## src/rtl/led_ctrl_pkg.sv

```systemverilog
// Shared constants and types for the LED group controller.
// Pure declarations: no latency, no flow control.
// Holds the group count, FSM state encoding and the default debounce/scan timing.
package led_ctrl_pkg;

    localparam int          NUM_GROUPS          = 4;
    localparam logic [15:0] DEF_DEBOUNCE_CYCLES = 16'd50000;
    localparam logic [31:0] DEF_SCAN_PERIOD     = 32'd25000000;

    typedef enum logic {
        MANUAL = 1'b0,
        SCAN   = 1'b1
    } ctrl_state_t;

    // One-position left rotation of a group mask, MSB wraps into LSB.
    function automatic logic [NUM_GROUPS-1:0] rotl1(input logic [NUM_GROUPS-1:0] v);
        return {v[NUM_GROUPS-2:0], v[NUM_GROUPS-1]};
    endfunction

endpackage

```

## src/rtl/btn_debounce.sv

```systemverilog
// Synchronizes and debounces one push-button and emits a one-cycle rise pulse.
// Latency: 2 sync + DEBOUNCE_CYCLES + 1 cycles from a clean step to the pulse.
// No backpressure: the pulse is a free-running single-cycle strobe.
module btn_debounce
    import led_ctrl_pkg::*;
#(
    parameter logic [15:0] DEBOUNCE_CYCLES = DEF_DEBOUNCE_CYCLES
) (
    input  logic clk,
    input  logic rst,
    input  logic btn_raw,
    output logic rise
);

    logic        sync1;
    logic        sync2;
    logic        level;
    logic        level_prev;
    logic [15:0] cnt;

    always_ff @(posedge clk) begin
        if (rst) begin
            sync1      <= 1'b0;
            sync2      <= 1'b0;
            level      <= 1'b0;
            level_prev <= 1'b0;
            cnt        <= 16'd0;
            rise       <= 1'b0;
        end else begin
            sync1      <= btn_raw;
            sync2      <= sync1;
            level_prev <= level;
            rise       <= level & ~level_prev;
            // Level is accepted on the edge where the count would reach the threshold.
            if (sync2 == level) begin
                cnt <= 16'd0;
            end else if (cnt == DEBOUNCE_CYCLES - 16'd1) begin
                level <= sync2;
                cnt   <= 16'd0;
            end else begin
                cnt <= cnt + 16'd1;
            end
        end
    end

endmodule

```

## src/rtl/led_group_ctrl.sv

```systemverilog
// Drives the LED group blanking mask from debounced buttons (MANUAL) or a rotating scan (SCAN).
// Latency: mask/group_off update the edge after a btn_event; SCAN entry 3 edges after mode_sel.
// No backpressure: all outputs are free-running registers.
module led_group_ctrl
    import led_ctrl_pkg::*;
#(
    parameter logic [15:0] DEBOUNCE_CYCLES = DEF_DEBOUNCE_CYCLES,
    parameter logic [31:0] SCAN_PERIOD     = DEF_SCAN_PERIOD
) (
    input  logic                  clk,
    input  logic                  rst,
    input  logic [NUM_GROUPS-1:0] btn_raw,
    input  logic                  mode_sel,
    output logic [NUM_GROUPS-1:0] group_off,
    output logic [NUM_GROUPS-1:0] btn_event,
    output logic                  scan_active
);

    localparam logic [NUM_GROUPS-1:0] FIRST_GROUP = {{(NUM_GROUPS-1){1'b0}}, 1'b1};

    ctrl_state_t           state;
    ctrl_state_t           state_nxt;
    logic                  mode_sync1;
    logic                  mode_sync2;
    logic [NUM_GROUPS-1:0] manual_mask;
    logic [NUM_GROUPS-1:0] mask_nxt;
    logic [NUM_GROUPS-1:0] group_off_nxt;
    logic [31:0]           scan_cnt;
    logic [31:0]           scan_cnt_nxt;

    for (genvar g = 0; g < NUM_GROUPS; g++) begin : g_btn
        btn_debounce #(
            .DEBOUNCE_CYCLES(DEBOUNCE_CYCLES)
        ) u_btn_debounce (
            .clk    (clk),
            .rst    (rst),
            .btn_raw(btn_raw[g]),
            .rise   (btn_event[g])
        );
    end

    always_ff @(posedge clk) begin
        if (rst) begin
            mode_sync1 <= 1'b0;
            mode_sync2 <= 1'b0;
            state      <= MANUAL;
        end else begin
            mode_sync1 <= mode_sel;
            mode_sync2 <= mode_sync1;
            state      <= state_nxt;
        end
    end

    always_comb begin
        state_nxt = state;
        case (state)
            MANUAL:  if (mode_sync2)  state_nxt = SCAN;
            SCAN:    if (!mode_sync2) state_nxt = MANUAL;
            default: state_nxt = MANUAL;
        endcase
    end

    // Outputs are computed from the upcoming state so they are valid on the first cycle of it.
    always_comb begin
        mask_nxt      = manual_mask;
        group_off_nxt = group_off;
        scan_cnt_nxt  = scan_cnt;
        if (state == MANUAL) begin
            mask_nxt = manual_mask ^ btn_event;
        end
        if (state_nxt == SCAN) begin
            if (state == MANUAL) begin
                group_off_nxt = FIRST_GROUP;
                scan_cnt_nxt  = 32'd0;
            end else if (scan_cnt == SCAN_PERIOD - 32'd1) begin
                group_off_nxt = rotl1(group_off);
                scan_cnt_nxt  = 32'd0;
            end else begin
                scan_cnt_nxt  = scan_cnt + 32'd1;
            end
        end else begin
            group_off_nxt = mask_nxt;
            scan_cnt_nxt  = 32'd0;
        end
    end

    always_ff @(posedge clk) begin
        if (rst) begin
            manual_mask <= '0;
            group_off   <= '0;
            scan_cnt    <= 32'd0;
            scan_active <= 1'b0;
        end else begin
            manual_mask <= mask_nxt;
            group_off   <= group_off_nxt;
            scan_cnt    <= scan_cnt_nxt;
            scan_active <= (state_nxt == SCAN);
        end
    end

endmodule

```

## config.mk

```make
export PLATFORM = sky130hd
export DESIGN_NAME = led_group_ctrl
export DESIGN_NICKNAME = d
export VERILOG_FILES = /design/src/rtl/led_ctrl_pkg.sv /design/src/rtl/btn_debounce.sv /design/src/rtl/led_group_ctrl.sv
export SDC_FILE = /design/constraint.sdc
export NUM_CORES = 1
export LEC_CHECK = 0
export BUFFER_PORTS_ARGS = -buffer_cell sky130_fd_sc_hd__buf_2
export CAP_MARGIN = 10
export CORE_MARGIN = 2
export CORE_UTILIZATION = 60
export CTS_CLUSTER_SIZE = 16
export DETAILED_ROUTE_END_ITERATION = 10
export HOLD_SLACK_MARGIN = 0.02
export PLACE_DENSITY = 0.74
export SYNTH_ARGS = -nofsm -noshare
export SYNTH_HDL_FRONTEND = slang
export SYNTH_SLANG_ARGS = --single-unit
```

## constraint.sdc

```tcl
create_clock -name clk -period 2.3 [get_ports clk]
set_input_delay 0.345 -clock clk [delete_from_list [all_inputs] [get_ports clk]]
set_output_delay 0.345 -clock clk [all_outputs]
set_load 0.02 [all_outputs]
```

# Yosys cells after proc, flatten, opt, wreduce, memory -nomap -nowiden
# Index checks and enable logic that the tools add are counted.
[word_totals]
reg_bits = 127
output_inout_bits = 9
word_cells = 74
[classes]
addsub = 5
n_eq_ne = 10
mux = 5
bitwise = 15
n_reduce_logical = 9
[ops]
columns = ["cell", "n"]
rows = [
  ["$add A16 B1 Y16 const B", 4],
  ["$eq A16 B16 Y1 const B", 4],
  ["$add A32 B1 Y32 const B", 1],
  ["$eq A32 B25 Y1 const B", 1],
  ["$mux W4", 4],
  ["$reduce_or A3 Y1", 4],
  ["$not A1 Y1", 10],
  ["$reduce_and A2 Y1", 4],
  ["$and A1 B1 Y1", 4],
  ["$eq A1 B1 Y1", 4],
  ["$reduce_or A4 Y1", 1],
  ["$xor A4 B4 Y4", 1],
  ["$ne A3 B2 Y1 const B", 1],
  ["$mux W1", 1],
]

# Longest topological paths before layout
# Gate-level depths: netlist of the first run.
[depth]
depth_word = 4
ltp_mapped = 7
depth_no_buf = 6

# Hierarchy
# Synthesis of the first run repeated with hierarchy kept, for this count alone.
[hier_totals]
hier_cells = 586
hier_area_um2 = 5611.6
[by_module_without_submodules]
columns = ["module", "n_inst", "cells_each", "area_per_inst_um2", "seq_area_each_um2"]
rows = [
  ["btn_debounce", 4, 91, 910.9, 420.4],
  ["led_group_ctrl", 1, 222, 1968.1, 860.8],
]

# Least setup slack after synthesis of the first run
# No wires, ideal clock.
[synth_path]
kind = "flip-flop to flip-flop"
from = "reg scan_cnt[0]"
to = "reg scan_cnt[25]"
arrival_time_ns = 1.871
t_required_ns = 2.178
setup_slack_ns = 0.307
stages_incl_launch_ff = 8
path_buffers = 1
period_less_slack_ns = 1.993
cell_sequence = "dfxtp_1 ha_1 nand2_1 or4_4 or3_1 nand2_2 buf_6 a21oi_1"
[synth_between]
elab_chain_len = 2
[synth_rtl]
columns = ["element", "line", "text"]
rows = [
  ["start, declared", "led_group_ctrl.sv:28", "logic [31:0] scan_cnt;"],
  ["start signal, assigned", "led_group_ctrl.sv:96", "scan_cnt <= scan_cnt_nxt;"],
  ["branches (longest 2 deep; another with $add A32 B1 Y32)", "n/a", ""],
]
# Several ways; the timed one is not identified.
# A chain may end at the register's enable or synchronous reset.

# Final worst setup path of the first run
[layout_path]
from = "reg scan_cnt[0]"
to = "reg scan_cnt[29]"
# The elaborated chain is that of the path after synthesis.

==> results.py, run 1 <==
metrics = {
    "run_status": {
        "outcome": "complete, no violations",
    },
    "clocking": {
        "cts_tree": "built",
        "holdBufCountCts": 0,
        "clkSinkCount": 127,
        "clk_pin_slew_ps": 50,
        "cts-buffers-inserted": 17,
        "post_cts_buffers": 0,
        "cts_resized": 0,
        "clk_latency_ps": 500,
        "h-tree-depth": 4,
        "clockBufferDepth": 2,
        "clockRootBuffer": "clkbuf_8",
    },
    "timing": {
        "maxSlewHeadroom": 0.684,
        "skew_ps": 7.09,
        "finalSetupTns_ps": 0,
        "slew_violations": 0,
        "min_period_over_period": 0.940,
        "hold_viol_final": 0,
        "tightest_slew_ps": 473,
        "fmax_ghz": 0.463,
        "rsz0062_at_grt": "false",
        "setup_viol": 0,
        "post-route-min-period_ps": 2160,
    },
    "critical_path": {
        "cp_cell_sequence": "ha_2 > nand2_1 > or4_4 > or3_1 > nand2_2 > buf_12 > nor2_1",
        "max_stage_delay_ps": 550,
        "cp-start-kind": "register",
        "slowest_stage": "or4_4",
        "arrival_ps": 2550,
        "worstSetupPathType": "reg2reg",
        "end_kind": "register",
        "required_ps": 2680,
        "worstPathMaxFanout": 31,
    },
    "synth": {
        "yosys-top-cells-area": "dfxtp_1, xor2_1, nor2_1, xnor2_1, nand4_1",
        "syn_inst": 578,
        "yosysUniqueCellTypes": 41,
        "synth-async-reset-ratio": 0,
        "synth-edff-count": 0,
        "syn_nets": 590,
        "synth_seq_area_share": 0.481,
        "yosys.area.top_type": "dfxtp_1",
        "synth_top_cell_area_share": 0.481,
        "ys_ff_latch": 127,
        "netlist_area_sq_mm": 0.00528,
        "syn_area_per_cell_sq_um": 9.14,
        "yosys_warnings": 0,
        "ys.flop_type": "dfxtp_1",
    },
    "floorplan": {
        "die_area_sq_mm": 0.00957,
        "start_util": 0.612,
        "rows": 34,
        "core_area_sq_mm": 0.00864,
        "fp.dieH_um": 97.8,
        "die_w_um": 97.8,
        "io_pins": 16,
    },
    "drt": {
        "drt_iter0_drc": 154,
        "post-route-drc-count": 0,
        "wl_met2_um": 4610,
        "wirelength_met1_um": 4290,
        "vias": 3953,
        "final_antenna_net_count": 0,
        "via_per_inst": 5.47,
        "wl_per_cell_um": 12.9,
        "dr.pass1.iters": 5,
        "routed_wl_um": 9360,
        "routed.top_layer": "met4",
        "wl_met3_um": 350,
    },
    "global_route": {
        "grt_pass1_wl_um": 16900,
        "track_usage": 0.211,
        "antenna_found_initial": 0,
        "grt_pass1_vias": 3861,
        "grt_overflow": 0,
        "grt_max_degree": 32,
    },
    "job": {
        "maxCapViolCount": 0,
    },
    "finish": {
        "diodes": 0,
        "finalNetCount": 615,
        "nFillCells": 698,
        "drive_above_1_share": 0.0976,
        "syn2layout_area_growth_pct": 14.0,
    },
    "placed_design": {
        "gp_congestion": 0.823,
        "io_buffers": 15,
        "dpl.hpwl_um": 6210,
    },
    "min_path": {
        "hp-class": "in2reg",
    },
    "power": {
        "ir_drop_mv": 0.489,
        "p_leak_nw": 2.09,
        "powerDensity_mw_per_mm2": 787,
        "power_mw": 4.74,
    },
}
## worst paths after layout
kind | start | cells after the start | slack (ps) | to
max reg2reg | scan_cnt[0]$_SDFF_PP0_ | 7 | 140 | scan_cnt[29]$_SDFF_PP0_
max | scan_cnt[0]$_SDFF_PP0_ | 7 | 140 | scan_cnt[29]$_SDFF_PP0_
min reg2reg | g_btn[1].u_btn_debounce.level_prev$_SDFF_PP0_ | 1 | 380 | g_btn[1].u_btn_debounce.rise$_SDFF_PP0_
min | btn_raw[2] | 2 | 50 | g_btn[2].u_btn_debounce.sync1$_SDFF_PP0_
## Yosys cell counts, types with 9 or more instances
library cell / n
nor2_1: 118
xnor2_1: 35
nand4_1: 27
xor2_1: 54
dfxtp_1: 127
nand2_1: 36
a21oi_1: 10
clkbuf_1: 9
and3_1: 18
nor3_1: 11
nand3_1: 27
nor2b_1: 23
## flip-flops by register name, indices dropped and copies added, names as in the netlist
signal,count
g_btn.u_btn_debounce.cnt,64
scan_cnt,32
g_btn.u_btn_debounce.level,4
g_btn.u_btn_debounce.level_prev,4
g_btn.u_btn_debounce.rise,4
g_btn.u_btn_debounce.sync1,4
g_btn.u_btn_debounce.sync2,4
group_off,4
manual_mask,4
mode_sync1,1
mode_sync2,1
scan_active,1
## cell usage in the layout (no fill, tap or decap), types with 2 or more instances in the layout
cell type	netlist	routed
and3_1	18	18
buf_2	2	15
nor2_1	118	118
bufinv_16	0	2
clkinv_4	0	2
nor2b_1	23	23
nor3b_1	3	3
nand2_1	36	36
nor4_1	8	8
inv_1	6	6
xnor2_1	35	35
clkinv_2	0	2
mux2i_1	6	6
or3_1	7	7
nand3_1	27	27
o211ai_1	2	2
nor3_1	11	11
buf_4	4	8
and4_1	7	7
nand4_1	27	27
a21oi_1	10	10
clkinvlp_4	0	2
nand4b_1	4	4
o21ai_0	6	6
clkbuf_16	0	16
nor4b_1	3	3
dfxtp_1	127	127
and2_1	2	2
clkbuf_8	0	2
ha_1	5	4
xor2_1	54	54
clkbuf_1	9	4
mux2_2	2	2
## layer usage
metal	up-vias	track usage
met5	-	0
met4	0	0.0652
met3	10	0.0565
li1	2013	-
met2	68	0.346
met1	1862	0.274
## worst max-delay path: cells and delay by family (launching register included)
kind	cells	cell delay (ps)
buffers and inverters	1	180
AND/OR/NAND/NOR	5	1220
flip-flops	1	390
adder cells (fa/ha/maj)	1	250
## power breakdown
part | switching, mW | internal, mW
Sequential | 0.00728 | 2.21
Combinational | 0.0299 | 0.0185
Clock | 0.906 | 1.57
## stage by stage
stage	hold slack [ps]	utilization	std cells	worst slack [ps]	cell area, sq um
2_1_floorplan	367	-	578	307	5280
3_3_place_gp	373	0.633	692	218	5470
3_5_place_dp	372	0.633	692	127	5470
4_1_cts	36.9	0.697	723	110	6020
5_1_grt	27.6	0.697	723	21.7	6020
6_report	52.9	0.697	723	138	6020
## cells by family after synthesis
logic type	synth area share
compound gates	0.0291
flops	0.481
buf+inv	0.0246
xor+xnor	0.148
fa+ha+maj	0.0118
simple gates	0.290
mux	0.0156
## cell type report
cell class / instances / area, sq um / share of cell area
clock buffers: 22 / 443 / 0.0735
clock inverters: 9 / 111 / 0.0185
inverters: 6 / 22.5 / 0.00374
multi-input cells: 427 / 2610 / 0.434
flip-flops and latches: 127 / 2540 / 0.422
well taps: 108 / 135 / 0.0224
repair buffers: 24 / 155 / 0.0258
(Power assumes the default switching activity.)
==> inputs of run 2 (changes only) <==
--- a/config.mk
+++ b/config.mk
@@ -12,7 +12,7 @@
 export CTS_CLUSTER_SIZE = 16
 export DETAILED_ROUTE_END_ITERATION = 10
 export HOLD_SLACK_MARGIN = 0.02
-export PLACE_DENSITY = 0.74
+export PLACE_DENSITY = 0.76
 export SYNTH_ARGS = -nofsm -noshare
 export SYNTH_HDL_FRONTEND = slang
 export SYNTH_SLANG_ARGS = --single-unit
==> results.py, run 2 (synthesis gave the netlist of run 1 again) <==
metrics = {
    "floorplan": {
        "rows": 34,
        "die_area_sq_mm": 0.00957,
        "fp.dieH_um": 97.8,
        "die_w_um": 97.8,
        "start_util": 0.612,
        "io_pins": 16,
        "core_area_sq_mm": 0.00864,
    },
    "critical_path": {
        "required_ps": 2690,
        "worstSetupPathType": "reg2reg",
        "cp-start-kind": "register",
        "arrival_ps": 2570,
        "end_kind": "register",
        "worstPathMaxFanout": 21,
    },
    "power": {
        "seqPwrFrac": 0.466,
        "internal_power_mw": 3.81,
        "p_comb_frac": 0.010,
        "power_mw": 4.77,
        "p_leak_nw": 2.10,
        "ir_drop_mv": 0.485,
        "switching_share": 0.201,
        "clock_power_share": 0.524,
        "p_switching_mw": 0.959,
        "powerDensity_mw_per_mm2": 791,
    },
    "global_route": {
        "antenna_found_initial": 0,
        "track_usage": 0.209,
        "grt_max_degree": 22,
        "grt_pass1_vias": 3740,
        "grt_overflow": 0,
        "grt_pass1_wl_um": 16500,
    },
    "placed_design": {
        "place_area_sq_mm": 0.00547,
        "place_ws_ps": 133,
        "dpl.hpwl_um": 6250,
        "place_inst": 694,
        "gp_congestion": 0.844,
        "io_buffers": 15,
    },
    "finish": {
        "instances_no_fill": 723,
        "diodes": 0,
        "drive_above_1_share": 0.102,
        "finalNetCount": 617,
        "multi_input_area_sq_mm": 0.00261,
        "stdcell_area_sq_mm": 0.00603,
        "final_cell_mix": "dfxtp_1, nor2_1, xor2_1",
        "finish.utilization": 0.698,
        "largest_register_ffs": 64,
        "syn2layout_area_growth_pct": 14.0,
        "regMostFlops": "g_btn.u_btn_debounce.cnt",
        "top_regs": "g_btn.u_btn_debounce.cnt: 64 flops, scan_cnt: 32 flops",
        "nFillCells": 672,
        "final_common_cell": "dfxtp_1",
        "regArea_sq_mm": 0.00254,
    },
    "timing": {
        "slew_violations": 0,
        "finalSetupTns_ps": 0,
        "tightest_slew_ps": 451,
        "fmax_ghz": 0.459,
        "fin_ws_ps": 122,
        "post-route-min-period_ps": 2180,
        "hold_viol_final": 0,
        "worst_hold_slack_ps": 51.5,
        "maxSlewHeadroom": 0.699,
        "min_period_over_period": 0.947,
        "setup_viol": 0,
        "rsz0062_at_grt": "false",
        "skew_ps": 9.58,
    },
    "run_status": {
        "outcome": "complete, no violations",
    },
    "drt": {
        "vias": 3921,
        "routed_wl_um": 9430,
        "dr.pass1.iters": 4,
        "wl_per_cell_um": 13.0,
        "final_antenna_net_count": 0,
        "via_per_inst": 5.42,
        "drt_iter0_drc": 130,
        "post-route-drc-count": 0,
    },
    "clocking": {
        "post_cts_buffers": 0,
        "clk_pin_slew_ps": 60,
        "cts-buffers-inserted": 17,
        "clockBufferDepth": 2,
        "cts_tree": "built",
        "clk_latency_ps": 510,
        "h-tree-depth": 4,
        "clockRootBuffer": "clkbuf_8",
        "cts_resized": 0,
        "holdBufCountCts": 0,
        "clkSinkCount": 127,
    },
    "min_path": {
        "hp-class": "in2reg",
    },
    "job": {
        "maxCapViolCount": 0,
    },
}
## run 2: cell types whose count changed in the layout (fill, tap and decap cells not counted), sizes merged
cell and delta:
clkbuf -3, buf +2, clkinvlp +1
## run 2: power groups by stage
stage | registers (mW) | logic, mW | clock network, mW
finish | 2.22 | 0.0481 | 2.50
global route | 2.22 | 0.0539 | 2.66
CTS | 2.22 | 0.0490 | 2.56
detailed placement | 2.27 | 0.0491 | 0
global placement | 2.27 | 0.0475 | 0
floorplan | 2.27 | 0.0319 | 0
## run 2: metal layers
| layer | global-route usage | part of all wire |
|---|---|---|
| met4 | 0.0940 | 0.014 |
| met1 | 0.264 | 0.48 |
| met3 | 0.0608 | 0.032 |
| met2 | 0.333 | 0.48 |
| met5 | 0 | 0 |
## run 2: layout make-up
class,instances,share of cell area
Sequential cell,127,0.422
Clock buffer,19,0.0733
Clock inverter,10,0.0191
Inverter,6,0.00374
Tap cell,108,0.0224
Multi-Input combinational cell,427,0.433
Timing Repair Buffer,26,0.0262
## run 2: worst paths after layout
| path | startpoint | endpoint | slack (ps) | cells past startpoint |
|---|---|---|---|---|
| worst min register to register | g_btn[3].u_btn_debounce.level_prev$_SDFF_PP0_ | g_btn[3].u_btn_debounce.rise$_SDFF_PP0_ | 380 | 1 |
| worst max register to register | scan_cnt[0]$_SDFF_PP0_ | scan_cnt[18]$_SDFF_PP0_ | 120 | 7 |
| worst max-delay path | scan_cnt[0]$_SDFF_PP0_ | scan_cnt[18]$_SDFF_PP0_ | 120 | 7 |
| worst min-delay path | mode_sel | mode_sync1$_SDFF_PP0_ | 50 | 2 |
## run 2: critical path: stages (launching register included)
cell and delay, ps:
dfxtp_1 400, ha_1 190, nand2_1 100, or4_4 550, or3_1 400, nand2_2 90, buf_4 240, nor2_1 90
==> inputs of run 3 (changes only) <==
==> constraint.sdc (replaced) <==
create_clock -name clk -period 2.3 [get_ports clk]
set_input_delay 0.46 -clock clk [delete_from_list [all_inputs] [get_ports clk]]
set_output_delay 0.46 -clock clk [all_outputs]
set_load 0.02 [all_outputs]
==> results.py, run 3 (synthesis gave the netlist of run 1 again) <==
metrics = {
    "drt": {
        "drt_iter0_drc": 119,
        "dr.pass1.iters": 4,
        "wl_per_cell_um": 13.1,
        "via_per_inst": 5.41,
        "post-route-drc-count": 0,
        "routed_wl_um": 9480,
        "vias": 3920,
        "final_antenna_net_count": 0,
    },
    "power": {
        "p_leak_nw": 2.10,
        "powerDensity_mw_per_mm2": 786,
        "ir_drop_mv": 0.500,
    },
    "timing": {
        "min_period_over_period": 0.933,
        "rsz0062_at_grt": "false",
        "fmax_ghz": 0.466,
        "finalSetupTns_ps": 0,
        "hold_viol_final": 0,
        "post-route-min-period_ps": 2150,
        "slew_violations": 0,
        "tightest_slew_ps": 558,
        "setup_viol": 0,
        "fin_ws_ps": 154,
        "maxSlewHeadroom": 0.625,
        "skew_ps": 7.20,
    },
    "placed_design": {
        "place_ws_ps": 150,
        "dpl.hpwl_um": 6320,
        "gp_congestion": 0.843,
        "place_inst": 692,
        "place_area_sq_mm": 0.00547,
        "io_buffers": 15,
    },
    "job": {
        "maxCapViolCount": 0,
    },
    "critical_path": {
        "worstPathMaxFanout": 31,
        "arrival_ps": 2540,
        "cp-start-kind": "register",
        "end_kind": "register",
        "required_ps": 2700,
        "worstSetupPathType": "reg2reg",
    },
    "finish": {
        "instances_no_fill": 724,
        "largest_register_ffs": 64,
        "syn2layout_area_growth_pct": 14.1,
        "diodes": 0,
        "final_common_cell": "dfxtp_1",
        "regMostFlops": "g_btn.u_btn_debounce.cnt",
        "finalNetCount": 615,
        "top_regs": "g_btn.u_btn_debounce.cnt: 64 flops, scan_cnt: 32 flops",
        "drive_above_1_share": 0.102,
        "final_cell_mix": "dfxtp_1, nor2_1, xor2_1",
        "stdcell_area_sq_mm": 0.00603,
    },
    "clocking": {
        "cts_tree": "built",
        "clockBufferDepth": 2,
        "holdBufCountCts": 0,
        "h-tree-depth": 4,
        "clockRootBuffer": "clkbuf_8",
        "clk_latency_ps": 510,
        "clkSinkCount": 127,
        "clk_pin_slew_ps": 60,
        "cts-buffers-inserted": 17,
    },
    "floorplan": {
        "rows": 34,
        "die_area_sq_mm": 0.00957,
        "fp.dieH_um": 97.8,
        "die_w_um": 97.8,
        "start_util": 0.612,
        "io_pins": 16,
        "core_area_sq_mm": 0.00864,
    },
    "min_path": {
        "hp-class": "in2reg",
    },
    "global_route": {
        "grt_overflow": 0,
        "track_usage": 0.211,
        "antenna_found_initial": 0,
        "grt_pass1_wl_um": 16700,
        "grt_max_degree": 32,
        "grt_pass1_vias": 3820,
    },
    "run_status": {
        "outcome": "complete, no violations",
    },
}
-- run 3: cell count changes in the layout (fill, tap and decap cells not counted) --
cell,before,now
clkbuf_1,0,2
buf_4,11,8
ha_2,0,1
bufinv_16,2,1
clkbuf_8,3,5
clkinv_2,3,4
ha_1,5,4
buf_12,0,1
clkinvlp_4,3,2
-- run 3: final timing paths --
kind | cells after the start | to | slack (ps) | from
worst max-delay path | 7 | scan_cnt[16]$_SDFF_PP0_ | 150 | scan_cnt[0]$_SDFF_PP0_
worst min-delay path | 2 | g_btn[3].u_btn_debounce.sync1$_SDFF_PP0_ | 150 | btn_raw[3]
worst max register to register | 7 | scan_cnt[16]$_SDFF_PP0_ | 150 | scan_cnt[0]$_SDFF_PP0_
worst min register to register | 1 | g_btn[0].u_btn_debounce.rise$_SDFF_PP0_ | 380 | g_btn[0].u_btn_debounce.level_prev$_SDFF_PP0_
-- run 3: area by class of cell --
class	instances	area (sq um)
Multi-Input combinational cell	427	2610
Timing Repair Buffer	24	155
Sequential cell	127	2540
Fill cell	692	2610
Clock inverter	9	82.6
Tap cell	108	135
Clock buffer	23	477
Inverter	6	22.5
-- run 3: repair_timing --
| item | in CTS | in global routing |
|---|---|---|
| endpoints found under the setup margin | 0 | 2 |
| buffers inserted | 0 | 0 |
| resized for setup | 0 | 1 |
-- run 3: power by group --
part           leakage, nW  switching (mW)  total [mW]  internal (mW)
logic                0.803          0.0305      0.0490         0.0185
registers             1.03         0.00691        2.22           2.21
clock network        0.274           0.929        2.47           1.54
-- run 3: critical path: stages, from the launching register on --
cell     delay [ps]
dfxtp_1         390
ha_2            250
nand2_1         100
or4_4           540
or3_1           390
nand2_2         100
buf_12          180
nor2_1           70
-- run 3: through the flow --
step           total power [mW]  hold WS (ps)   util
3_3_place_gp               2.31           373  0.633
4_1_cts                    4.78           140  0.698
5_1_grt                    4.89           151  0.698
3_5_place_dp               2.32           372  0.633
2_1_floorplan              2.30           367      -
6_report                   4.74           154  0.698
-- run 3: metal layers --
metal,share of wire,GRT usage,vias up,wire [um]
met5,0,0,-,0
met4,0.013,0.0801,0,124
met3,0.030,0.0651,13,288
met2,0.47,0.342,43,4480
met1,0.48,0.264,1850,4590
li1,-,-,2014,-
